==> config.mk <==
export PLATFORM = sky130hd
export DESIGN_NAME = instr_loader
export DESIGN_NICKNAME = d
export VERILOG_FILES = /design/src/rtl/rvx10_pkg.sv /design/src/rtl/rvx10_encode.sv /design/src/rtl/instr_loader.sv
export SDC_FILE = /design/constraint.sdc
export NUM_CORES = 1
export LEC_CHECK = 0
export BUFFER_PORTS_ARGS = -buffer_cell sky130_fd_sc_hd__buf_2
export CAP_MARGIN = 25
export CORE_MARGIN = 2
export CORE_UTILIZATION = 30
export CTS_BUF_LIST = sky130_fd_sc_hd__clkbuf_4
export DETAILED_ROUTE_END_ITERATION = 8
export HOLD_SLACK_MARGIN = 0.06
export PLACE_DENSITY = 0.52
export SLEW_MARGIN = 20
export SYNTH_ARGS = -nofsm -noshare
export SYNTH_HDL_FRONTEND = slang
export SYNTH_HIERARCHICAL = 1
export SYNTH_SLANG_ARGS = --single-unit
export TNS_END_PERCENT = 100
==> constraint.sdc <==
create_clock -name clk -period 1.9 [get_ports clk]
set_clock_uncertainty 0.2 [all_clocks]
set_input_delay 0.285 -clock clk [delete_from_list [all_inputs] [get_ports clk]]
set_output_delay 0.285 -clock clk [all_outputs]
set_load 0.005 [all_outputs]
==> src/rtl/rvx10_pkg.sv <==
// Shared RV32I/RVX10 encoding constants, descriptor types and loader state
// used by the instruction encoder, the decoder and the program loader.
package rvx10_pkg;

   localparam int unsigned XLEN  = 32;
   localparam int unsigned REG_W = 5;
   localparam int unsigned IMM_W = 21;
   localparam int unsigned OP_W  = 4;

   localparam logic [6:0] OPC_LOAD    = 7'b0000011;
   localparam logic [6:0] OPC_STORE   = 7'b0100011;
   localparam logic [6:0] OPC_OP      = 7'b0110011;
   localparam logic [6:0] OPC_BRANCH  = 7'b1100011;
   localparam logic [6:0] OPC_OP_IMM  = 7'b0010011;
   localparam logic [6:0] OPC_JAL     = 7'b1101111;
   localparam logic [6:0] OPC_CUSTOM0 = 7'b0001011;

   localparam logic [XLEN-1:0] NOP_WORD = 32'h0000_0013;

   typedef enum logic [2:0] {
      KIND_LW  = 3'd0,
      KIND_SW  = 3'd1,
      KIND_R   = 3'd2,
      KIND_BEQ = 3'd3,
      KIND_I   = 3'd4,
      KIND_JAL = 3'd5,
      KIND_RVX = 3'd6,
      KIND_ILL = 3'd7
   } instr_kind_e;

   // ALU control codes, identical to the decoder's ALU control field
   localparam logic [OP_W-1:0] ALU_ADD  = 4'b0000;
   localparam logic [OP_W-1:0] ALU_SUB  = 4'b0001;
   localparam logic [OP_W-1:0] ALU_AND  = 4'b0010;
   localparam logic [OP_W-1:0] ALU_OR   = 4'b0011;
   localparam logic [OP_W-1:0] ALU_SLT  = 4'b0101;
   localparam logic [OP_W-1:0] ALU_ANDN = 4'b0110;
   localparam logic [OP_W-1:0] ALU_ORN  = 4'b0111;
   localparam logic [OP_W-1:0] ALU_XNOR = 4'b1000;
   localparam logic [OP_W-1:0] ALU_MIN  = 4'b1001;
   localparam logic [OP_W-1:0] ALU_MAX  = 4'b1010;
   localparam logic [OP_W-1:0] ALU_MINU = 4'b1011;
   localparam logic [OP_W-1:0] ALU_MAXU = 4'b1100;
   localparam logic [OP_W-1:0] ALU_ROL  = 4'b1101;
   localparam logic [OP_W-1:0] ALU_ROR  = 4'b1110;
   localparam logic [OP_W-1:0] ALU_ABS  = 4'b1111;

   typedef enum logic [1:0] {
      ST_IDLE = 2'd0,
      ST_LOAD = 2'd1,
      ST_DONE = 2'd2
   } loader_state_e;

   typedef struct packed {
      instr_kind_e      kind;
      logic [OP_W-1:0]  op;
      logic [REG_W-1:0] rd;
      logic [REG_W-1:0] rs1;
      logic [REG_W-1:0] rs2;
      logic [IMM_W-1:0] imm;
   } instr_desc_t;

   // True when a 21-bit signed immediate fits a 12-bit signed field
   function automatic logic fits_imm12(input logic [IMM_W-1:0] imm);
      return (&imm[IMM_W-1:11]) || !(|imm[IMM_W-1:11]);
   endfunction

   // True when a 21-bit signed immediate fits a 13-bit signed field
   function automatic logic fits_imm13(input logic [IMM_W-1:0] imm);
      return (&imm[IMM_W-1:12]) || !(|imm[IMM_W-1:12]);
   endfunction

endpackage

==> src/rtl/rvx10_encode.sv <==
// Stateless encoder: one decoded descriptor to a 32-bit RV32I/RVX10 word,
// with a flag for descriptors that have no legal encoding (word is then nop).
module rvx10_encode
   import rvx10_pkg::*;
(
   input  instr_desc_t     desc,
   output logic [XLEN-1:0] word,
   output logic            illegal
);

   logic [2:0] alu_f3;
   logic [6:0] alu_f7;
   logic       alu_ok;
   logic [2:0] rvx_f3;
   logic [1:0] rvx_f7;
   logic       rvx_ok;
   logic [4:0] rvx_rs2;
   logic       imm12_ok;
   logic       beq_ok;

   // Base ALU op to funct3/funct7
   always_comb begin
      alu_f3 = 3'b000;
      alu_f7 = 7'b0000000;
      alu_ok = 1'b1;
      case (desc.op)
         ALU_ADD: alu_f3 = 3'b000;
         ALU_SUB: begin
            alu_f3 = 3'b000;
            alu_f7 = 7'b0100000;
         end
         ALU_SLT: alu_f3 = 3'b010;
         ALU_OR:  alu_f3 = 3'b110;
         ALU_AND: alu_f3 = 3'b111;
         default: alu_ok = 1'b0;
      endcase
   end

   // RVX10 op to the two funct7 selector bits and funct3
   always_comb begin
      rvx_f3 = 3'b000;
      rvx_f7 = 2'b00;
      rvx_ok = 1'b1;
      case (desc.op)
         ALU_ANDN: begin rvx_f7 = 2'b00; rvx_f3 = 3'b000; end
         ALU_ORN:  begin rvx_f7 = 2'b00; rvx_f3 = 3'b001; end
         ALU_XNOR: begin rvx_f7 = 2'b00; rvx_f3 = 3'b010; end
         ALU_MIN:  begin rvx_f7 = 2'b01; rvx_f3 = 3'b000; end
         ALU_MAX:  begin rvx_f7 = 2'b01; rvx_f3 = 3'b001; end
         ALU_MINU: begin rvx_f7 = 2'b01; rvx_f3 = 3'b010; end
         ALU_MAXU: begin rvx_f7 = 2'b01; rvx_f3 = 3'b011; end
         ALU_ROL:  begin rvx_f7 = 2'b10; rvx_f3 = 3'b000; end
         ALU_ROR:  begin rvx_f7 = 2'b10; rvx_f3 = 3'b001; end
         ALU_ABS:  begin rvx_f7 = 2'b11; rvx_f3 = 3'b000; end
         default:  rvx_ok = 1'b0;
      endcase
   end

   // abs is unary, so its rs2 field is always zero
   assign rvx_rs2  = (desc.op == ALU_ABS) ? 5'd0 : desc.rs2;
   assign imm12_ok = fits_imm12(desc.imm);
   assign beq_ok   = fits_imm13(desc.imm) && !desc.imm[0];

   always_comb begin
      word    = NOP_WORD;
      illegal = 1'b0;
      case (desc.kind)
         KIND_LW: begin
            if (imm12_ok)
               word = {desc.imm[11:0], desc.rs1, 3'b010, desc.rd, OPC_LOAD};
            else
               illegal = 1'b1;
         end
         KIND_SW: begin
            if (imm12_ok)
               word = {desc.imm[11:5], desc.rs2, desc.rs1, 3'b010,
                       desc.imm[4:0], OPC_STORE};
            else
               illegal = 1'b1;
         end
         KIND_R: begin
            if (alu_ok)
               word = {alu_f7, desc.rs2, desc.rs1, alu_f3, desc.rd, OPC_OP};
            else
               illegal = 1'b1;
         end
         KIND_BEQ: begin
            if (beq_ok)
               word = {desc.imm[12], desc.imm[10:5], desc.rs2, desc.rs1, 3'b000,
                       desc.imm[4:1], desc.imm[11], OPC_BRANCH};
            else
               illegal = 1'b1;
         end
         KIND_I: begin
            if (alu_ok && (desc.op != ALU_SUB) && imm12_ok)
               word = {desc.imm[11:0], desc.rs1, alu_f3, desc.rd, OPC_OP_IMM};
            else
               illegal = 1'b1;
         end
         KIND_JAL: begin
            if (!desc.imm[0])
               word = {desc.imm[20], desc.imm[10:1], desc.imm[11], desc.imm[19:12],
                       desc.rd, OPC_JAL};
            else
               illegal = 1'b1;
         end
         KIND_RVX: begin
            if (rvx_ok)
               word = {5'b00000, rvx_f7, rvx_rs2, desc.rs1, rvx_f3, desc.rd, OPC_CUSTOM0};
            else
               illegal = 1'b1;
         end
         default: illegal = 1'b1;
      endcase
   end

endmodule

==> src/rtl/instr_loader.sv <==
// Program loader: accepts decoded descriptors, encodes them and writes the
// words to consecutive instruction-memory addresses starting at BASE_ADDR.
module instr_loader
   import rvx10_pkg::*;
#(
   parameter int unsigned ADDR_W    = 6,
   parameter int unsigned BASE_ADDR = 0
) (
   input  logic              clk,
   input  logic              reset,
   input  logic              start,
   input  logic              in_valid,
   output logic              in_ready,
   input  logic [2:0]        in_kind,
   input  logic [3:0]        in_op,
   input  logic [4:0]        in_rd,
   input  logic [4:0]        in_rs1,
   input  logic [4:0]        in_rs2,
   input  logic [20:0]       in_imm,
   input  logic              in_last,
   output logic              we,
   output logic [ADDR_W-1:0] waddr,
   output logic [31:0]       wdata,
   output logic              busy,
   output logic              done,
   output logic              err,
   output logic [ADDR_W:0]   count
);

   localparam int unsigned DEPTH = 2 ** ADDR_W;
   localparam logic [ADDR_W-1:0] TOP_ADDR  = ADDR_W'(DEPTH - 1);
   localparam logic [ADDR_W-1:0] BASE_PTR  = ADDR_W'(BASE_ADDR);

   loader_state_e     state;
   logic [ADDR_W-1:0] ptr;
   instr_desc_t       desc;
   logic [31:0]       enc_word;
   logic              enc_illegal;
   logic              accept;
   logic              at_top;
   logic              overflow;
   logic              finish;

   assign desc = '{kind: instr_kind_e'(in_kind), op: in_op, rd: in_rd,
                   rs1: in_rs1, rs2: in_rs2, imm: in_imm};

   rvx10_encode u_encode (
      .desc    (desc),
      .word    (enc_word),
      .illegal (enc_illegal)
   );

   // The top word ends the session unless it was the last one anyway
   always_comb begin
      accept   = in_valid && (state == ST_LOAD);
      at_top   = (ptr == TOP_ADDR);
      overflow = accept && at_top && !in_last;
      finish   = accept && (in_last || at_top);
   end

   always_ff @(posedge clk or negedge reset) begin
      if (!reset) begin
         state    <= ST_IDLE;
         ptr      <= '0;
         in_ready <= 1'b0;
         we       <= 1'b0;
         waddr    <= '0;
         wdata    <= '0;
         busy     <= 1'b0;
         done     <= 1'b0;
         err      <= 1'b0;
         count    <= '0;
      end else begin
         we <= accept;
         if (accept) begin
            waddr <= ptr;
            wdata <= enc_word;
            ptr   <= ADDR_W'(ptr + 1'b1);
            count <= (ADDR_W + 1)'(count + 1'b1);
            if (enc_illegal || overflow)
               err <= 1'b1;
         end
         case (state)
            ST_IDLE, ST_DONE: begin
               if (start) begin
                  state    <= ST_LOAD;
                  ptr      <= BASE_PTR;
                  count    <= '0;
                  err      <= 1'b0;
                  in_ready <= 1'b1;
                  busy     <= 1'b1;
                  done     <= 1'b0;
               end
            end
            ST_LOAD: begin
               if (finish) begin
                  state    <= ST_DONE;
                  in_ready <= 1'b0;
                  busy     <= 1'b0;
                  done     <= 1'b1;
               end
            end
            default: begin
               state    <= ST_IDLE;
               in_ready <= 1'b0;
               busy     <= 1'b0;
               done     <= 1'b0;
            end
         endcase
      end
   end

endmodule

==> metrics.txt <==
status=complete, but fails checks; violated checks=setup timing; fin cells=702; Switching Share=0.370; Final setup viols=1; R2R cell count=4; largest net degree at the start of global routing=25; Slew Limit Fails=0; Crit Path Class=input pin to flop; Die X=108 µm; total power=3800 µW; final period utilization=1.01; Int Pwr=2400 µW; register area share after synthesis=0.439; Cells after Synth=391; critical path fanouts, max=4; Sw Pwr=1410 µW; CTS Buf Count=9; vias in the first global route=3356; crit path DAT=1.99 ns; # fillers=1108; worst path required time=1.98 ns; P_leak=0.00249 µW; CP startpoint kind=input pin; final WL=10.0 mm; Die Y=108 µm; Residual DRC=0; top cells by area, synth=dfrtp_1 (44%), nand2_1 (16%), a22o_1 (2.7%); CP cell instances=buf_2, nor4_2, buf_4, nand4b_1, and3b_2, a21oi_2, o21bai_2, and4b_1, a21oi_2, o41ai_1; Mapped Area=3250 µm²; Area Growth Syn to Fin=44.2%; syn avg cell area=8.32 µm²; hpwl dp=7.23 mm; Fin. Hold Viols=0; Post-DRT Antenna Nets=0; PD cells=811 nW/µm²; Inserted Diodes=0; Min-Delay Path Class=input pin to flop; routed length per instance=14.3 µm; routed vias/inst=4.88; Warnings, synthesis=6; critical path endpoint category=flop; count leader, synth=nand2_1; max_cap viols=0; # port buffers=97; dpl ws=-0.448 ns; ys async rst share=1.00; initial antenna violation count=0; Comb pwr share=0.353; clock power share=0.195; RePlAce Congestion=0.891; H-Tree Depth=3; CP peak stage delay=0.32 ns; Root Driver=clkbuf_4; post-synthesis cell type count=62; FP Rows=38; die area=11700 µm²; initial detailed-routing violation count=249; RSZ-0062 raised after global routing=true; share of power burned in registers=0.452; commonest cells in the synthesized netlist=nand2_1 (138), dfrtp_1 (57), inv_1 (13), a21oi_1 (12), nor2_1 (12); clock slew at reported path FFs=0.10 ns; layout cells sized above 1=0.319; Post-synth top flop=dfrtp_1; Post-synth EDFFs=0; fin crit period=1.91 ns; CTS tree=yes; Hold Path Stages=5; Synth Register Bits=57; Initial Utilization=0.304; smallest hold slack=0.0979 ns; vias=3429; delay-heaviest family, CP=simple AND/OR/NAND/NOR gates; Top cell by count, worst path=a21oi_2; cell count after placement=649; total global-route track usage=0.176; final core utilization=0.438; Final nets=607; CTS sink cnt=57; maximum vdd drop=0.349 mV; total gr overflow=0; critical path depth in cells=10; cell taking the most area after synthesis=dfrtp_1; wire length of the first global-routing pass=16.0 mm; area share of the largest cell type after synthesis=0.439; Max clock buf depth=2; # IOs=98; fmax=523 MHz; worst setup slack after layout=-0.0105 ns; CP max stage cell=and3b_2; worst skew pair latency=0.40 ns; TritonRoute pass-1 iters=4; CORE AREA=10700 µm²; worst path buffer plus inverter count=2
==> repair_timing <==
item / 4_1_cts / 5_1_grt
endpoints found under the hold margin: 84 / 0
endpoints found under the setup margin: 1 / 14
hold buffers: 35 / 0
pin swaps: 0 / 5
resized for setup: 0 / 6
buffers inserted: 1 / 1
==> per-stage QoR <==
step	TNS [ns]	area (µm²)
finish	-0.0105	4690
floorplan	0	3280
global placement	-7.10	4190
CTS	0	4660
global route	-0.167	4690
detailed placement	-7.58	4190
==> flip-flops by register name, indices dropped and copies added, names as in the netlist <==
signal and cells:
waddr 6, done 1, we 1, state 2
ptr 6, wdata 32, count 7, err 1
busy 1
==> worst register-to-register path, delay by kind of cell, from the launching register on <==
kind,cells,cell delay (ns)
muxes,1,0.15
and+or+nand+nor,2,0.43
DFF,1,0.46
buffers and inverters,1,0.36
==> cells by family (layout without fill, tap and decap cells) <==
group / after synthesis / after routing / synth area share
simple gates: 209 / 209 / 0.307
compound gates: 78 / 78 / 0.174
flops: 57 / 57 / 0.439
buf+inv: 37 / 207 / 0.0519
xor+xnor: 4 / 4 / 0.0108
mux: 3 / 3 / 0.00923
fa+ha+maj: 2 / 2 / 0.00769
other cells: 1 / 2 / 0.00115
==> per-layer routing <==
metal | vias to the layer above | GRT usage | share of wire
met5 | - | 0 | 0
met4 | 0 | 0.0723 | 0.024
met3 | 25 | 0.0368 | 0.043
met2 | 108 | 0.300 | 0.50
met1 | 1613 | 0.216 | 0.44
li1 | 1683 | - | -
==> power by group through the flow <==
stage | combinational [µW] | clock, µW | sequential (µW)
final | 1340 | 743 | 1720
after CTS | 1350 | 790 | 1720
after global routing | 1530 | 841 | 1770
after global placement | 1280 | 0 | 1740
after detailed placement | 1290 | 0 | 1750
after floorplan | 690 | 0 | 1710
==> final cells by class <==
class,instances,area (µm²),share of cell area
Inverter,14,52.6,0.0112
Multi-Input combinational cell,298,1700,0.362
Clock buffer,10,75.1,0.0160
Sequential cell,57,1430,0.304
Tap cell,140,175,0.0374
Clock inverter,6,35.0,0.00747
Timing Repair Buffer,177,1230,0.262
==> final timing paths <==
kind / start / endpoint / slack (ns)
hold / removal: in_imm[12] / wdata[12] / 0.1
hold reg to reg: waddr[4] / waddr[4] / 0.28
max in group asynchronous: reset / wdata[25] / 0.81
setup reg to reg: state[1] / ptr[4] / 0.19
min in group asynchronous: reset / count[6] / 0.17
setup / recovery: in_imm[19] / err / -0.01
==> placed cells by master, fill, tap and decap left out, drive strengths merged, types with 4 or more instances in the layout <==
cell type | Yosys | final
nand2b | 6 | 6
clkinv | 0 | 4
o21ai | 17 | 17
dfrtp | 57 | 57
or2 | 4 | 4
or3 | 4 | 4
nand4 | 6 | 6
nand2 | 138 | 138
nand3 | 7 | 7
o211ai | 4 | 4
dlygate4sd3 | 0 | 35
buf | 15 | 142
a211oi | 5 | 5
a21oi | 14 | 14
o31ai | 5 | 5
nor2b | 9 | 9
a31oi | 4 | 4
nor2 | 12 | 12
clkbuf | 8 | 10
inv | 14 | 14
a22o | 10 | 10
(Power assumes the default switching activity.)
